==> src/rtl/scalar_mul_sequencer.sv <==
// scalar_mul_sequencer
//   Left-to-right double-and-add scheduler for the scalar multiplication
//   datapath. Latches the private key on start and walks it from MSB to LSB,
//   issuing LOAD / DOUBLE / ADD commands to the point add/double engine and
//   waiting for that engine's completion interrupts. A watchdog guards every
//   command.
//
//   Optional feature: define SCALAR_MUL_CONST_TIME_EN for a constant-time
//   schedule. In that mode every bit below the MSB costs DBL+ADD, with
//   add_dummy marking ADDs whose result goes to scratch. The scan also always
//   covers all KEY_W bits.
//
// Ports
//   clk, rst_n               clock, asynchronous active-low reset
//   start                    1-cycle request, ignored while busy
//   abort                    cancel the current operation (no effect in IDLE)
//   scalar[KEY_W]            private key, sampled in the start cycle
//   interupt_point_double    DOUBLE finished (1-cycle pulse)
//   interupt_point_addition  ADD or LOAD finished (1-cycle pulse)
//   cmd_valid                1-cycle pulse qualifying command_add_double
//   command_add_double[2]    01=DOUBLE, 10=ADD, 11=LOAD; holds until next issue
//   add_dummy                ADD result goes to scratch (constant-time mode only)
//   busy                     operation in progress
//   done                     1-cycle pulse on successful completion
//   zero_result              scalar was zero
//   err                      watchdog expired; sticky until next accepted start
//   bit_index[IDX_W]         bit currently being processed
//   op_count[16]             commands issued in this operation (saturating)
module scalar_mul_sequencer #(
    parameter int KEY_W       = 576,
    parameter int IDX_W       = 10,
    parameter int TIMEOUT_CYC = 4096
) (
    input  logic             clk,
    input  logic             rst_n,
    input  logic             start,
    input  logic             abort,
    input  logic [KEY_W-1:0] scalar,
    input  logic             interupt_point_double,
    input  logic             interupt_point_addition,
    output logic             cmd_valid,
    output logic [1:0]       command_add_double,
    output logic             add_dummy,
    output logic             busy,
    output logic             done,
    output logic             zero_result,
    output logic             err,
    output logic [IDX_W-1:0] bit_index,
    output logic [15:0]      op_count
);
    localparam int              WD_W     = $clog2(TIMEOUT_CYC + 1);
    localparam logic [IDX_W-1:0] IDX_TOP = IDX_W'(KEY_W - 1);
    localparam logic [WD_W-1:0]  WD_LAST = WD_W'(TIMEOUT_CYC - 1);
    localparam logic [1:0]       CMD_DBL  = 2'b01;
    localparam logic [1:0]       CMD_ADD  = 2'b10;
    localparam logic [1:0]       CMD_LOAD = 2'b11;

    typedef enum logic [2:0] {
        S_IDLE, S_SCAN, S_LOAD, S_WAIT_A, S_NEXT, S_DBL, S_WAIT_D, S_ADD
    } state_t;

    state_t           state, state_nx;
    logic [KEY_W-1:0] scalar_r;
    logic [IDX_W-1:0] idx, idx_nx;
    logic [WD_W-1:0]  wd;
    logic             accept, cur_bit, issue, finish_ok, finish_zero, timeout;
    logic [1:0]       issue_cmd;
`ifdef SCALAR_MUL_CONST_TIME_EN
    logic             issue_dummy, found, found_nx;
    logic [IDX_W-1:0] lead, lead_nx;
`endif

    // Engine handshake: cmd_valid is a single-cycle pulse; the engine answers
    // each command with exactly one interrupt pulse of the matching type
    // (double for DBL, addition for ADD/LOAD). The interrupt is only consumed
    // in the matching WAIT state, from the cmd_valid cycle onward; anything
    // else is dropped. The watchdog allows TIMEOUT_CYC cycles, counted from
    // the cmd_valid cycle, for the answer to arrive.
    assign accept    = (state == S_IDLE) && start;
    assign cur_bit   = scalar_r[idx];
    assign busy      = (state != S_IDLE);
    assign bit_index = idx;

    always_comb begin
        state_nx    = state;
        idx_nx      = idx;
        issue       = 1'b0;
        issue_cmd   = CMD_LOAD;
        finish_ok   = 1'b0;
        finish_zero = 1'b0;
        timeout     = 1'b0;
`ifdef SCALAR_MUL_CONST_TIME_EN
        issue_dummy = 1'b0;
        found_nx    = found;
        lead_nx     = lead;
`endif
        case (state)
            S_IDLE: begin
                if (start) begin
                    state_nx = S_SCAN;
                    idx_nx   = IDX_TOP;
`ifdef SCALAR_MUL_CONST_TIME_EN
                    found_nx = 1'b0;
`endif
                end
            end
            S_SCAN: begin
`ifdef SCALAR_MUL_CONST_TIME_EN
                // Scan every bit; remember the leading one, resume from it.
                if (cur_bit && !found) begin
                    found_nx = 1'b1;
                    lead_nx  = idx;
                end
                if (idx != '0) begin
                    idx_nx = idx - IDX_W'(1);
                end else if (found || cur_bit) begin
                    state_nx = S_LOAD;
                    idx_nx   = found ? lead : idx;
                end else begin
                    finish_zero = 1'b1;
                    state_nx    = S_IDLE;
                end
`else
                if (cur_bit) begin
                    state_nx = S_LOAD;
                end else if (idx != '0) begin
                    idx_nx = idx - IDX_W'(1);
                end else begin
                    finish_zero = 1'b1;
                    state_nx    = S_IDLE;
                end
`endif
            end
            S_LOAD: begin
                issue     = 1'b1;
                issue_cmd = CMD_LOAD;
                state_nx  = S_WAIT_A;
            end
            S_WAIT_A: begin
                if (interupt_point_addition) begin
                    state_nx = S_NEXT;
                end else if (wd == WD_LAST) begin
                    timeout  = 1'b1;
                    state_nx = S_IDLE;
                end
            end
            S_NEXT: begin
                if (idx == '0) begin
                    finish_ok = 1'b1;
                    state_nx  = S_IDLE;
                end else begin
                    idx_nx   = idx - IDX_W'(1);
                    state_nx = S_DBL;
                end
            end
            S_DBL: begin
                issue     = 1'b1;
                issue_cmd = CMD_DBL;
                state_nx  = S_WAIT_D;
            end
            S_WAIT_D: begin
                if (interupt_point_double) begin
`ifdef SCALAR_MUL_CONST_TIME_EN
                    state_nx = S_ADD;
`else
                    state_nx = cur_bit ? S_ADD : S_NEXT;
`endif
                end else if (wd == WD_LAST) begin
                    timeout  = 1'b1;
                    state_nx = S_IDLE;
                end
            end
            S_ADD: begin
                issue     = 1'b1;
                issue_cmd = CMD_ADD;
`ifdef SCALAR_MUL_CONST_TIME_EN
                issue_dummy = ~cur_bit;
`endif
                state_nx  = S_WAIT_A;
            end
            default: state_nx = S_IDLE;
        endcase

        // abort overrides every other event once an operation is running.
        if (abort && state != S_IDLE) begin
            state_nx    = S_IDLE;
            idx_nx      = idx;
            issue       = 1'b0;
            finish_ok   = 1'b0;
            finish_zero = 1'b0;
            timeout     = 1'b0;
        end
    end

    always_ff @(posedge clk or negedge rst_n) begin
        if (!rst_n) begin
            state    <= S_IDLE;
            idx      <= IDX_TOP;
            scalar_r <= '0;
            wd       <= '0;
        end else begin
            state <= state_nx;
            idx   <= idx_nx;
            if (accept) scalar_r <= scalar;
            if (issue) begin
                wd <= '0;
            end else if (state == S_WAIT_A || state == S_WAIT_D) begin
                wd <= wd + WD_W'(1);
            end
        end
    end

    always_ff @(posedge clk or negedge rst_n) begin
        if (!rst_n) begin
            cmd_valid          <= 1'b0;
            command_add_double <= 2'b00;
            op_count           <= 16'd0;
            done               <= 1'b0;
            zero_result        <= 1'b0;
            err                <= 1'b0;
        end else begin
            cmd_valid <= issue;
            done      <= finish_ok | finish_zero;
            if (issue) command_add_double <= issue_cmd;
            if (accept) begin
                op_count <= 16'd0;
            end else if (issue && op_count != 16'hFFFF) begin
                op_count <= op_count + 16'd1;
            end
            if (accept) begin
                zero_result <= 1'b0;
            end else if (finish_zero) begin
                zero_result <= 1'b1;
            end
            if (accept) begin
                err <= 1'b0;
            end else if (timeout) begin
                err <= 1'b1;
            end
        end
    end

`ifdef SCALAR_MUL_CONST_TIME_EN
    always_ff @(posedge clk or negedge rst_n) begin
        if (!rst_n) begin
            add_dummy <= 1'b0;
            found     <= 1'b0;
            lead      <= '0;
        end else begin
            if (issue) add_dummy <= issue_dummy;
            found <= found_nx;
            lead  <= lead_nx;
        end
    end
`else
    assign add_dummy = 1'b0;
`endif

endmodule

==> config.mk <==
export PLATFORM = sky130hd
export DESIGN_NAME = scalar_mul_sequencer
export DESIGN_NICKNAME = d
export VERILOG_FILES = /design/src/rtl/scalar_mul_sequencer.sv
export SDC_FILE = /design/constraint.sdc
export NUM_CORES = 1
export LEC_CHECK = 0
export ABC_AREA = 1
export BUFFER_PORTS_ARGS = -buffer_cell sky130_fd_sc_hd__buf_2
export CORE_ASPECT_RATIO = 2
export CORE_MARGIN = 3
export CORE_UTILIZATION = 25
export CTS_BUF_LIST = sky130_fd_sc_hd__clkbuf_16
export CTS_CLUSTER_DIAMETER = 80
export CTS_CLUSTER_SIZE = 25
export DETAILED_ROUTE_END_ITERATION = 8
export HOLD_SLACK_MARGIN = 0.05
export PLACE_DENSITY = 0.52
export SLEW_MARGIN = 0
export SYNTH_ARGS = -nofsm -noshare
export SYNTH_HDL_FRONTEND = slang
export SYNTH_SLANG_ARGS = --single-unit
==> constraint.sdc <==
create_clock -name clk -period 5.9 [get_ports clk]
set_clock_uncertainty 0.1 [all_clocks]
set_input_delay 0.885 -clock clk [delete_from_list [all_inputs] [get_ports clk]]
set_output_delay 0.885 -clock clk [all_outputs]
set_load 0.01 [all_outputs]
# Word level (Yosys, flattened, before mapping)
# Index checks and enable logic that the tools add are counted.
# word_totals
word_cells	88
ff_bits	624
# classes
magnitude_cmp	1
bitwise	2
n_reduce_logical	17
n_addsub	3
mux	40
eq_ne	15
# ops
operator	n
10-bit two-way mux	4
16-bit two-way mux	2
10-bit case mux with 3 select lines	1
13-bit two-way mux	2
3-bit two-way mux	8
3-bit case mux with 7 select lines	1
1-bit two-way mux	18
16-bit by 1-bit adder with 16-bit output (second input constant)	1
16-bit != test (second input constant)	1
13-bit by 1-bit adder with 13-bit output (second input constant)	1
13-bit by 12-bit == test with 1-bit output (second input constant)	1
3-bit == test (second input constant)	4
10-bit by 11-bit < comparator with 1-bit output (second input constant)	1
1-bit binary-select mux with 10-bit select	1
10-bit zero test	1
10-bit nonzero test	1
10-bit by 1-bit subtractor with 10-bit output (second input constant)	1
2-bit != test (second input constant)	4
2-bit nonzero test	4
3-bit by 2-bit == test with 1-bit output (second input constant)	2
6-bit AND reduction	1
3-bit nonzero test	2
4-bit != test (second input constant)	1
2-bit case mux with 2 select lines	1
12 further kinds	14

# Longest topological paths before layout
# logic_depth
ltp_word	7
depth_mapped	24
depth_no_buf	22

# Worst setup path after synthesis
# OpenSTA, ideal clock, no wires.
# synth_timing
path_kind	register to register
startpoint	register idx[1], in the netlist bit_index[1]
endpoint	register idx[6], in the netlist bit_index[6]
path_stages_with_launch	19
arrival_ns	2.531
slack_ns	3.153
setup_time_ns	0.116
path_buffers	4
cell_sequence	dfstp_2 -> inv_2 -> buf_4 -> buf_2 -> buf_2 -> ha_1 -> nand2_1 -> inv_1 -> nand2_1 -> nor3_2 -> nand3_1 -> inv_1 -> nand3_1 -> o211ai_1 -> nor3_1 -> nand2_4 -> buf_12 -> nand2_2 -> nand2_1
# synth_between
elab_chain_cells	4
word_cells_on_any_way	13
classes_between	add/sub: 1; eq/ne: 3; mux: 6; reduce/logical: 3
# synth_rtl
item	line	text
start: declaration	64	logic [IDX_W-1:0] idx, idx_nx;
start signal: assignment	203	idx <= idx_nx;
1-bit binary-select mux with 10-bit select or 10-bit by 1-bit subtractor with 10-bit output (tied branches)	80, 127, 152	
1-bit two-way mux (implied by the code) or 10-bit two-way mux (tied branches)	80, 126	
2-bit != test (no line) or 10-bit two-way mux (tied branches)	--	
6-bit AND reduction (no line) or 10-bit case mux with 3 select lines (tied branches)	--	
# Parallel ways exist; a longest one is shown, timed or not. The select of a mux whose other input is x is not followed.
# A chain may end at the register's enable or synchronous reset.

# Final worst setup path
# layout_timing
startpoint	register idx[0], in the netlist bit_index[0]
endpoint	register idx[6], in the netlist bit_index[6]
# Same word-level chain as after synthesis.

==> impl_metrics.toml <==
[outcome]
status = "complete, no violations"

[clock_tree]
clock-sinks = 624
htreeDepth = 2
cts_resized = 0
clock_latency_ns = 0.61
post_cts_buffers = 0
cts_root_buf = "clkbuf_16"
clockBufferDepth = 3
cts_tree = "done"
cts_hold_buf = 0
clk_pin_slew_ns = 0.11
cts_buffers = 36

[worst_setup_path]
crit_top_cell = "nand2_1"
cp_cell_sequence = "inv_8, buf_12, nand2_1, nand3_1, nand3_1, nand3_1, nand2_1, nand2_1, nand2_1, nand2_1, nand2_1, nor2_1, nand2_1, nand2_1, nand2_1, nand3_2, nand2_2, nand2_2, nand2_4, inv_1, nand2_1, nand2_1"
required_ns = 6.28
cp.arrival_ns = 4.45
path_class = "reg2reg"
max_stage_delay_ns = 0.95
startpoint_type = "flop"
cp_slowest_cell = "dfstp_4"
end_kind = "flop"
path_max_fanout = 139

[floorplanning]
fp.dieH_um = 497
ios = 616
start_util = 0.252
die-area_mm2 = 0.125
rows = 179
die_x_um = 251
coreArea_mm2 = 0.119

[timing]
rsz0062_at_grt = "false"
tns_ns = 0
min_period_over_period = 0.689
worstMarginPinSlew_ns = 1.12
whs_ns = 0.188
maxSlewViolCount = 0
timing.fmax_ghz = 0.246
max-slew-margin-rel = 0.254
finalSetupViolations = 0
finalHoldViolCount = 0
post-route-min-period_ns = 4.07

[yosys]
syn_area_mm2 = 0.0301
syn_inst = 4013
synthFlopType = "dfrtp_1"
ys_types = 44
synthXorXnorAreaFrac = 0.00116
synth_top_family_by_area = "simple AND/OR/NAND/NOR gates"
yosysWarningCount = 0
synthArstFlopShare = 1.00
yosys.area_share.simple = 0.303
avgSynthCellArea_um2 = 7.50
synth_fa_ha_area_frac = 0.00125
synth-compound-area-share = 0.0937
synth-seq-cells = 624
synth_edf_count = 0
yosysSeqAreaShare = 0.519
synth_mux_area_frac = 0
syn_nets = 4598

[cells_and_area]
regArea_mm2 = 0.0156
drive_above_1_share = 0.166
final_util = 0.298
multi_input_area_mm2 = 0.0120
layout_commonest_cell = "nand2_1"
final_cell_mix = "1809 x nand2_1, 617 x dfrtp_1, 613 x buf_2"
layout.nets = 5034
instances_no_fill = 6011
num-fill-cells = 13100
syn_to_final_growth_pct = 18.1

[power]
power_mw = 19.3
p_sw_mw = 9.02
vdd_ir_drop_max_uv = 340
internal_power_mw = 10.3
power_frac_seq = 0.376
swShare = 0.467
cellPowerDensity_mw_per_mm2 = 544
clkPwrFrac = 0.149
combinationalPowerShare = 0.474
p_leak_nw = 18.5

[placed_design]
port_buffers = 614
placedCellCount = 5949
dp.final_hpwl_um = 78400
gp_congestion = 0.789

[global_route]
grt_pass1_vias = 27400
grt_pass1_wl_um = 170000
grt_overflow = 0
grt_max_degree = 227
grt_usage = 0.179
antenna_found_initial = 29

[detailed_routing]
post-route-drc-count = 0
viasPerCell = 4.54
vias = 27300
wl_per_cell_um = 19.0
drt_iter0_markers = 2223
ant_nets = 0
drt_wl_total_um = 114000
drt-pass1-iter-count = 5

[job]
max_cap_viol_count = 0

[hold_path]
hold_path_class = "in2async"
-- routing by layer --
layer,vias to the layer above,track usage,part of all wire
li1,13400,-,-
met2,805,0.310,0.49
met4,22,0.0494,0.026
met3,138,0.0275,0.053
met1,12900,0.231,0.43
met5,-,0,0.0011
-- power by group through the flow --
stage          registers, mW  logic, mW  clock network [mW]
2_1_floorplan           6.99       6.52                   0
3_3_place_gp            7.33       9.29                   0
3_5_place_dp            7.37       9.38                   0
4_1_cts                 7.27       9.42                3.03
5_1_grt                 7.50       10.5                3.15
6_report                7.27       9.16                2.89
-- cells in the mapped netlist, types with 3 or more instances --
cell      instances  area [um2]
o21ai_0         326        1630
inv_1           299        1120
nand2_2           7        43.8
clkbuf_1        141         529
xor2_1            3        26.3
nand3_1         374        1870
o21ai_1          32         160
nor2_1           67         251
a21oi_1         128         641
dfrtp_1         617       15400
o21ai_2           8        70.1
buf_2            68         340
buf_6            23         259
ha_1              3        37.5
nor3_1           10        50.1
clkinv_1          3        11.3
buf_1            13        48.8
o211ai_1         32         240
nand2_1        1809        6790
inv_2             5        18.8
buf_4             9        67.6
dfstp_2           7         184
nand4_1           4        25.0
-- final timing paths --
kind / to / start / cells after the start / slack, ns
worst min-delay path: scalar_r[89] / rst_n / 1 / 0.19
max in group asynchronous: scalar_r[219] / rst_n / 2 / 4.14
min in group clk: scalar_r[61] / scalar[61] / 3 / 0.37
worst max-delay path: bit_index[6] / bit_index[0] / 22 / 1.83
worst max register to register: bit_index[6] / bit_index[0] / 22 / 1.83
worst min register to register: scalar_r[32] / scalar_r[32] / 2 / 0.37
-- metrics by stage --
step | setup WS [ns] | cell area, um2
2_1_floorplan | 3.15 | 30100
3_3_place_gp | 1.75 | 34300
3_5_place_dp | 1.81 | 34300
4_1_cts | 1.80 | 35500
5_1_grt | 1.48 | 35500
6_report | 1.83 | 35500
-- final cells by class --
type,instances,share of cell area
Sequential cell,624,0.440
Antenna cell,12,0.000845
Timing Repair Buffer,654,0.100
Clock inverter,13,0.00624
Clock buffer,37,0.0261
Inverter,308,0.0332
Tap cell,1538,0.0542
Multi-Input combinational cell,2825,0.339
-- sequential cells by signal, summed over array words and instances, names as in the netlist --
signal              cells
state                   3
scalar_r              576
zero_result             1
err                     1
op_count               16
done                    1
cmd_valid               1
command_add_double      2
wd                     13
bit_index              10
-- kinds of logic (layout without fill, tap and decap cells) --
kind of cell | Yosys count | after routing
XOR/XNOR | 4 | 4
adder cells (fa/ha/maj) | 3 | 3
flip-flops | 624 | 624
other | 1 | 13
AO/OA/AOI/OAI | 536 | 536
buffers and inverters | 564 | 1012
AND/OR/NAND/NOR | 2281 | 2281
-- worst max-delay path, delay by kind of cell, from the launching register on --
kind | cells | cell delay (ns)
buffers and inverters | 3 | 0.80
flip-flops | 1 | 0.95
AND/OR/NAND/NOR | 19 | 1.87
Power figures use the tool's default switching activity.
